**config.mk**
```make
export PLATFORM = sky130hd
export DESIGN_NAME = sos_sample_ctrl
export DESIGN_NICKNAME = d
export VERILOG_FILES = /design/src/rtl/sos_sample_ctrl.sv
export SDC_FILE = /design/constraint.sdc
export NUM_CORES = 1
export LEC_CHECK = 0
export ABC_AREA = 1
export CAP_MARGIN = 20
export CORE_MARGIN = 2
export CORE_UTILIZATION = 30
export DETAILED_ROUTE_END_ITERATION = 8
export GPL_TIMING_DRIVEN = 0
export SLEW_MARGIN = 0
export SYNTH_ARGS = -nofsm -noshare
export SYNTH_HDL_FRONTEND = slang
export SYNTH_SLANG_ARGS = --single-unit
```
**constraint.sdc**
```tcl
create_clock -name clk -period 3.33 [get_ports clk]
set_input_delay 0.666 -clock clk [delete_from_list [all_inputs] [get_ports clk]]
set_output_delay 0.666 -clock clk [all_outputs]
set_load 0.01 [all_outputs]
```
**src/rtl/sos_sample_ctrl.sv**
```systemverilog
// sos_sample_ctrl: biquad sample controller (trigger/done handshake) with I2S-style mono-to-stereo DAC serialiser.
// Optional WAIT timeout is built in when the macro SOS_CTRL_TIMEOUT_EN is defined; otherwise timeout_err is tied low.
module sos_sample_ctrl #(
   parameter int K       = 24,
   parameter int CLK_DIV = 4,
   parameter int TIMEOUT = 16
) (
   input  logic         clk,
   input  logic         reset,
   input  logic [K-1:0] adc_data,
   input  logic         adc_valid,
   output logic [K-1:0] audio_in,
   output logic         sample_trig,
   input  logic         filter_done,
   input  logic [K-1:0] audio_out,
   output logic         sclk,
   output logic         lrclk,
   output logic         sdata,
   output logic         busy,
   output logic         overrun,
   output logic         timeout_err
);
   localparam int DW = (CLK_DIV > 1) ? $clog2(CLK_DIV) : 1;
   typedef enum logic [1:0] {IDLE, TRIG, WAIT, CAPT} state_t;
   state_t        state_q, state_d;
   logic [K-1:0]  audio_in_q, audio_in_d, hold_q, hold_d, frame_q, frame_d;
   logic          pend_q, pend_d, overrun_q, overrun_d;
   logic [DW-1:0] div_q, div_d;
   logic          sclk_q, sclk_d;
   logic [5:0]    bit_q, bit_d;
   logic          tc, fall, load, capt;
   logic [4:0]    slot;
   logic [K-1:0]  shifted;
   if (K < 1 || K > 31) begin : g_bad_k
      $error("sos_sample_ctrl: K must be in 1..31");
   end
   if (CLK_DIV < 1) begin : g_bad_div
      $error("sos_sample_ctrl: CLK_DIV must be >= 1");
   end
   if (TIMEOUT < 4) begin : g_bad_tmo
      $error("sos_sample_ctrl: TIMEOUT must be >= 4");
   end
`ifdef SOS_CTRL_TIMEOUT_EN
   localparam int TW = $clog2(TIMEOUT);
   logic [TW-1:0] tmo_cnt_q, tmo_cnt_d;
   logic          tmo_err_q, tmo_err_d;
`endif
   // Control FSM: accept sample, trigger filter, wait for done, capture into holding register.
   always_comb begin
      state_d    = state_q;
      audio_in_d = audio_in_q;
      hold_d     = hold_q;
      capt       = 1'b0;
`ifdef SOS_CTRL_TIMEOUT_EN
      tmo_cnt_d  = '0;
      tmo_err_d  = tmo_err_q;
`endif
      case (state_q)
         IDLE: if (adc_valid) begin
            audio_in_d = adc_data;
            state_d    = TRIG;
         end
         TRIG: state_d = WAIT;
         WAIT: if (filter_done) begin
            hold_d  = audio_out;
            capt    = 1'b1;
            state_d = CAPT;
         end
`ifdef SOS_CTRL_TIMEOUT_EN
         else if (tmo_cnt_q == TW'(TIMEOUT - 2)) begin
            tmo_err_d = 1'b1;
            state_d   = IDLE;
         end else tmo_cnt_d = tmo_cnt_q + 1'b1;
`endif
         default: state_d = IDLE;
      endcase
      pend_d    = capt | (pend_q & ~load);
      overrun_d = overrun_q | (adc_valid && state_q != IDLE) | (capt & pend_q & ~load);
   end
   // Serialiser timing: clock divider, sclk toggle, bit index and frame load at the 63->0 wrap.
   always_comb begin
      tc      = div_q == DW'(CLK_DIV - 1);
      div_d   = tc ? '0 : div_q + 1'b1;
      sclk_d  = sclk_q ^ tc;
      fall    = tc & sclk_q;
      bit_d   = fall ? bit_q + 6'd1 : bit_q;
      load    = fall && bit_q == 6'd63;
      frame_d = (load && pend_q) ? hold_q : frame_q;
   end
   // Serial data: slot bit 0 is the one-bit delay, slot bits 1..K carry the sample MSB first.
   always_comb begin
      slot    = bit_q[4:0];
      shifted = frame_q << (slot - 5'd1);
      sdata   = slot != 5'd0 && slot <= 5'(K) && shifted[K-1];
   end
   // State registers, cleared asynchronously so a reset aborts runs and frames at once.
   always_ff @(posedge clk or posedge reset) begin
      if (reset) begin
         state_q    <= IDLE;
         audio_in_q <= '0;
         hold_q     <= '0;
         frame_q    <= '0;
         pend_q     <= 1'b0;
         overrun_q  <= 1'b0;
         div_q      <= '0;
         sclk_q     <= 1'b0;
         bit_q      <= '0;
      end else begin
         state_q    <= state_d;
         audio_in_q <= audio_in_d;
         hold_q     <= hold_d;
         frame_q    <= frame_d;
         pend_q     <= pend_d;
         overrun_q  <= overrun_d;
         div_q      <= div_d;
         sclk_q     <= sclk_d;
         bit_q      <= bit_d;
      end
   end
`ifdef SOS_CTRL_TIMEOUT_EN
   // Timeout counter and sticky timeout flag.
   always_ff @(posedge clk or posedge reset) begin
      if (reset) begin
         tmo_cnt_q <= '0;
         tmo_err_q <= 1'b0;
      end else begin
         tmo_cnt_q <= tmo_cnt_d;
         tmo_err_q <= tmo_err_d;
      end
   end
   assign timeout_err = tmo_err_q;
`else
   assign timeout_err = 1'b0;
`endif
   assign audio_in    = audio_in_q;
   assign sample_trig = state_q == TRIG;
   assign busy        = state_q != IDLE;
   assign sclk        = sclk_q;
   assign lrclk       = bit_q[5];
   assign overrun     = overrun_q;
endmodule
```
==> results of run 1 <==
-- power groups by stage --
stage          logic (mW)  registers (mW)  clock network (mW)
2_1_floorplan       0.470            1.55                   0
3_5_place_dp         1.05            1.50                   0
4_1_cts              1.06            1.49                1.19
6_report             1.03            1.48                1.16
3_3_place_gp         1.02            1.49                   0
5_1_grt              1.16            1.52                1.23
-- registers in the layout (all words and copies together), names as in the netlist --
name,flops
pend_q,1
div_q,2
bit_q,6
audio_in,24
sclk,1
frame_q,24
hold_q,24
overrun,1
state_q,2
-- metal layers --
metal	global-route usage [%]	vias to the layer above	wire, um
li1	-	1351	-
met1	15.6	1296	3420
met2	21.3	70	3710
met3	5.80	9	698
met4	5.30	0	111
met5	0	-	0
-- path summary, 6_finish.rpt --
kind / from / endpoint / slack (ns) / cells past startpoint
worst min-delay path: div_q[0] / div_q[0] / 0.43 / 1
max in group asynchronous: reset / hold_q[14] / 2.08 / 3
worst max register to register: state_q[0] / pend_q / 1.35 / 6
worst max-delay path: bit_q[0] / sdata / 0.22 / 11
min in group asynchronous: reset / audio_in[3] / 0.67 / 2
worst min register to register: div_q[0] / div_q[0] / 0.43 / 1
-- cell type report --
type,count,area (um^2)
fill,1171,6940
clock buffer,9,225
clock inverter,7,121
tap,168,210
timing repair buffer,82,837
inverter,33,126
buffer,15,98.8
multi-input combinational,233,1370
sequential,85,2130
-- cell families after synthesis --
kind of cell	synth area share [%]
buffers and inverters	6.02
DFF	57.2
AOI/OAI and AO/OA	4.51
xor gates and xnor gates	1.18
muxes	11.3
other	0.101
adders and majority gates	3.03
and+or+nand+nor	16.7
-- Yosys cell counts --
cell type / n
buf_2: 5
o21ai_0: 10
nand2_1: 110
a21oi_1: 9
o21ai_1: 7
nand3_1: 22
mux2_2: 24
o31ai_1: 3
ha_1: 9
nor3_1: 1
inv_1: 32
conb_1: 1
xor2_1: 5
nand2_2: 2
dfrtp_1: 85
o22ai_1: 1
nand3_2: 1
mux2_4: 10
nor2_4: 1
a21oi_2: 1
nor2_1: 16
buf_4: 1
buf_6: 4
clkbuf_1: 6
inv_2: 1
-- through the flow --
stage / setup TNS, ns / std cells / hold WS [ns] / util, % / power [mW]
floorplan: 0 / 367 / 0.403 / - / 2.02
global placement: -72.41 / 616 / 0.414 / 39.3 / 2.51
detailed placement: -0.0152 / 617 / 0.424 / 39.6 / 2.55
CTS: 0 / 632 / 0.434 / 42.4 / 3.74
global route: 0 / 632 / 0.446 / 42.4 / 3.92
finish: 0 / 632 / 0.426 / 42.4 / 3.68
-- layout by cell type (no fill, tap or decap), drive strengths merged, types with 9 or more instances in the layout --
cell             n
nand2          112
dfrtp           85
clkdlybuf4s50   80
inv             35
mux2            34
nand3           23
nor2            17
o21ai           17
clkbuf          14
buf             11
a21oi           10
ha               9
==> summary.md, run 1 <==
| Metric | Value |
|---|---|
| Reg power frac | around two fifths |
| Fin area | between 5000 and 6000 um^2 |
| Mapped Avg Cell Area | ~10 um^2 |
| Post-route ant nets | 0 |
| Seq cells post-synth | 85 |
| Post-Syn Area | around 3700 um^2 |
| Largest net degree at the start of global routing | 60 |
| TritonCTS clock tree | done |
| Number of global-route vias before repair | 2920 |
| Top cell type by total area after synthesis | dfrtp_1 |
| Post-CTS resize count | 4 |
| Switching Share | 27.9% |
| Final setup margin | approximately 0.22 ns |
| Register area share after synthesis | a little under three fifths |
| Post-CTS setup repair buffer count | 0 |
| CP top delay family | buffers and inverters |
| Crit path buf inv count | 5 |
| Final hold vios | 0 |
| Die Area | approximately 13000 um^2 |
| Synth area leaders | dfrtp_1 57%, nand2_1 11%, mux2_2 7.3% |
| Switching power | a little over 1 mW |
| Top cell type's share of synthesized area | approximately 57% |
| Worst setup SP type | register |
| Syn Inst Count | between 300 and 400 |
| First-pass GRT wire length | 13700 um |
| Synth warn | 0 |
| Synthesis-to-layout area growth | 37.6% |
| Ports | just over 80 |
| GRT overflow | 0 |
| RD Place Congestion | around 0.8 |
| Cell Chain, Critical Path | buf_2, inv_1, buf_4, ha_2, inv_2, nand3_1, nand3_1, nand3_1, a21oi_1, nor2_1, dlygate4sd2_1 |
| 1st-pass router iterations | 4 |
| Endpoints failing setup | 0 |
| Die Span X | around 120 um |
| Worst-Skew Late Latency | ~0.33 ns |
| Placed inst area | 4770 um^2 |
| Initial antenna violation count | 0 |
| Clock power share | roughly a third |
| Cell leakage power | 2.43 nW |
| Largest vdd supply drop | between 0.4 and 0.5 mV |
| Via count | about 2700 |
| Num CTS Buffers | 9 |
| Worst slack, placed | -0.0152 ns |
| Post-route DRC violation count | 0 |
| Combinational share of power | between 20 and 30% |
| Initial DRC count | 69 |
| CTS root buf | clkbuf_16 |
| Crit-path slowest cell | ha_2 |
| Port buffer count | 81 |
| Internal | approximately 2.7 mW |
| Core Area | ~12000 um^2 |
| Worst Skew | about 0.0033 ns |
| Hold-fix buffers, CTS | 0 |
| H-tree depth | 3 |
| Num rows | 40 |
| RSZ-0062 raised after global routing | no |
| Starting Density | a little under a third |
| Syn Nets | about 430 |
| Hold WC Path Type | reg -> reg |
| Nets | 520 |
| Pins Over Slew Limit | 0 |
| Diode count | 0 |
| Fraction of layout cells with a size suffix above 1 | between 15 and 20% |
| WP data required | approximately 2.7 ns |
| Routed WL per cell | ~13 um |
| Post-route minimum period | ~3.1 ns |
| Crit path max fanout | 11 |
| Max stage delay on crit path | approximately 0.43 ns |
| Status | complete, no violations |
| Clk sinks | between 80 and 90 |
| Total routed wirelength | just under 8000 um |
| PwrDens | approximately 720 nW/um^2 |
| Vias/cell | 4.31 |
| Max clock buf depth | 2 |
| Die Ht | roughly 120 um |
| CP Class | reg -> out |
| Most frequent CP cell | nand3_1 |
| Worst EP arrival | between 2 and 2.5 ns |
| Peak Freq | roughly 320 MHz |
| Worst setup EP type | primary output |
| Placed wire-length estimate | a little under 6000 um |
| GRT Resource Usage Total | around an eighth |
| Synth unique cells | 25 |
| Maxcap violations | 0 |
| Post-route clock period utilization | between 90% and 100% |
| Worst-path clk slew | roughly 0.060 ns |
(Power assumes the default switching activity.)
==> run 2, diff against run 1 <==
CELL_PAD_IN_SITES_DETAIL_PLACEMENT = 0   (was unset)
CELL_PAD_IN_SITES_GLOBAL_PLACEMENT = 1   (was unset)
GPL_TIMING_DRIVEN = 1   (was 0)
PLACE_DENSITY_LB_ADDON = 0.1   (was unset)
SLEW_MARGIN = 20   (was 0)
==> summary.md, run 2 (synthesis results as in run 1) <==
| Metric | Value |
|---|---|
| Status | complete, no violations |
| Diode count | 0 (unchanged) |
| Initial antenna violation count | 0 (unchanged) |
| Num CTS Buffers | 9 (unchanged) |
| Post-Layout Cell Count | 621 (-1.7%) |
| Cell Chain, Critical Path | inv_1, ha_2, inv_1, nand3_1, nand3_1, nand3_1, nand2_1, nand2_1, nor2_1, clkdlybuf4s50_1 |
| Worst reg2reg path depth | 6 (unchanged) |
| Initial DRC count | 89 (+29%) |
| Crit-path slowest cell | clkdlybuf4s50_1 |
| Maxcap violations | 0 (unchanged) |
| Peak Freq | 322 MHz (+0.33%) |
| H-tree depth | 3 (unchanged) |
| Ports | 83 (unchanged) |
| Fill cells | 1190 (+1.6%) |
| Worst-path clk slew | 0.06 ns (about the same) |
| Final hold vios | 0 (unchanged) |
| Nets | 509 (-2.1%) |
| CTS root buf | clkbuf_16 |
| Worst-Skew Late Latency | 0.34 ns (about the same) |
| Max-slew headroom | between 30% and 40% |
| Worst setup SP type | register |
| Worst setup path endpoint | sdata |
| Post-route ant nets | 0 (unchanged) |
| Endpoints failing setup | 0 (unchanged) |
| Placed wire-length estimate | 5230 um (-10%) |
| Largest net degree at the start of global routing | 86 (+43%) |
| CP Class | reg -> out |
| Most common cell after layout, fill and taps aside | nand2_1 |
| Num rows | 40 (unchanged) |
| Max stage delay on crit path | 0.56 ns (+0.13 ns) |
| Number of global-route vias before repair | 2787 (-4.6%) |
| Max clock buf depth | 2 (unchanged) |
| GRT Resource Usage Total | 12.9% (-0.39 points) |
| Worst setup EP type | primary output |
| Fraction of layout cells with a size suffix above 1 | 13.5% (-1.6 points) |
| First-pass GRT wire length | 13200 um (-3.9%) |
| Die Area | 13300 um^2 (unchanged) |
| Post-route minimum period | 3.10 ns (-0.0103 ns) |
| Cell leakage power | 2.36 nW (-3.0%) |
| GRT overflow | 0 (unchanged) |
| Starting Density | 30.9% (unchanged) |
| Crit path buf inv count | 3 (-2) |
| Largest vdd supply drop | 0.393 mV (-15%) |
| Seq. cell area | 2130 um^2 (unchanged) |
| TritonCTS clock tree | done |
| CP Depth | 10 (-1) |
| Pins Over Slew Limit | 0 (unchanged) |
| Routed WL per cell | 12.4 um (-1.2%) |
| Slew @ Worst Pin | 0.943 ns |
| Post-route clock period utilization | 93.1% (-0.31 points) |
| Crit path max fanout | 9 (-2) |
| Total routed wirelength | 7710 um (-2.9%) |
| Most frequent CP cell | nand3_1 |
| Cell total after placement | 605 (-1.9%) |
| Reg2Reg Capture Point | frame_q[23] |
| Vias/cell | 4.31 (-0.17%) |
| Commonest cells after routing, fill and taps aside | 110 x nand2_1, 85 x dfrtp_1, 81 x clkdlybuf4s50_1 |
| RD Place Congestion | 0.799 (+2.1%) |
| WP data required | 2.66 ns (about the same) |
| Via count | 2674 (-1.9%) |
| CP top delay family | buffers and inverters |
| Reg-to-reg setup timing slack | 1.08 ns (-0.27 ns) |
| Die Span X | 115 um (unchanged) |
| Worst EP arrival | 2.43 ns (-0.02 ns) |
| Setup TNS | 0 ns (unchanged) |
| Synthesis-to-layout area growth | 34.1% |
| Hold WC Path Type | reg -> reg |
| Power, Total | 3.48 mW (-5.2%) |
| Die Ht | 115 um (unchanged) |
| 1st-pass router iterations | 4 (unchanged) |
| Port buffer count | 81 (unchanged) |
| Worst R2R Start | div_q[0] |
| Core Area | 12100 um^2 (unchanged) |
| Worst Skew | 0.00572 ns (+0.00247 ns) |
| PwrDens | 698 nW/um^2 (-2.7%) |
| Multi-input gate area | 1370 um^2 (unchanged) |
| Post-route DRC violation count | 0 (unchanged) |
| Hold-fix buffers, CTS | 0 (unchanged) |
| Crit path from | bit_q[1] |
| Clk sinks | 85 (unchanged) |
| RSZ-0062 raised after global routing | no |
-- run 2: cell type report --
class,instances,share of cell area [%]
Sequential cell,85,42.6
Multi-Input combinational cell,233,27.5
Timing Repair Buffer,86,17.3
Clock buffer,12,4.94
Tap cell,168,4.21
Inverter,33,2.51
Clock inverter,4,0.953
-- run 2: what timing repair did --
item | CTS | global route
gates resized for setup | 0 | 1
setup buffers | 0 | 0
setup endpoints to repair | 0 | 1
-- run 2: worst min-delay path by stage --
stage                        start       end  slack [ns]  depth (start not counted)
after floorplan           div_q[0]  div_q[0]        0.40                          1
after global placement    div_q[0]  div_q[0]        0.41                          1
after CTS                 div_q[0]  div_q[0]        0.42                          1
after global routing      div_q[0]  div_q[0]        0.48                          1
after detailed placement  div_q[0]  div_q[0]        0.42                          1
final                     div_q[0]  div_q[0]        0.42                          1
-- run 2: report_power, final --
group / switching [mW] / internal, mW / total [mW]
clock: 0.394 / 0.599 / 0.993
sequential: 0.144 / 1.34 / 1.48
combinational: 0.438 / 0.575 / 1.01
-- run 2: metal layers --
metal	wire length [um]	track usage (%)	vias to the layer above
met5	0	0	-
met2	3270	18.8	70
met1	3570	15.8	1266
met4	144	6.51	0
met3	726	6.22	10
li1	-	-	1328
-- run 2: worst register-to-register path, stage by stage, from the launching register on --
cell and delay (ns):
dfrtp_1 0.34, ha_1 0.17, ha_1 0.30, nand3_2 0.16, nor2_4 0.19, nand2_2 0.48, mux2_4 0.49
-- run 2: per-stage QoR --
stage                     util (%)  hold WS [ns]  setup slack (ns)  instance area [um^2]
after floorplan                  -         0.403             0.471                  3720
after global placement        38.9         0.415             0.624                  4690
after detailed placement      38.9         0.416             0.549                  4690
after CTS                     41.3         0.424             0.166                  4990
after global routing          41.4         0.484            0.0897                  4990
final                         41.4         0.424             0.229                  4990
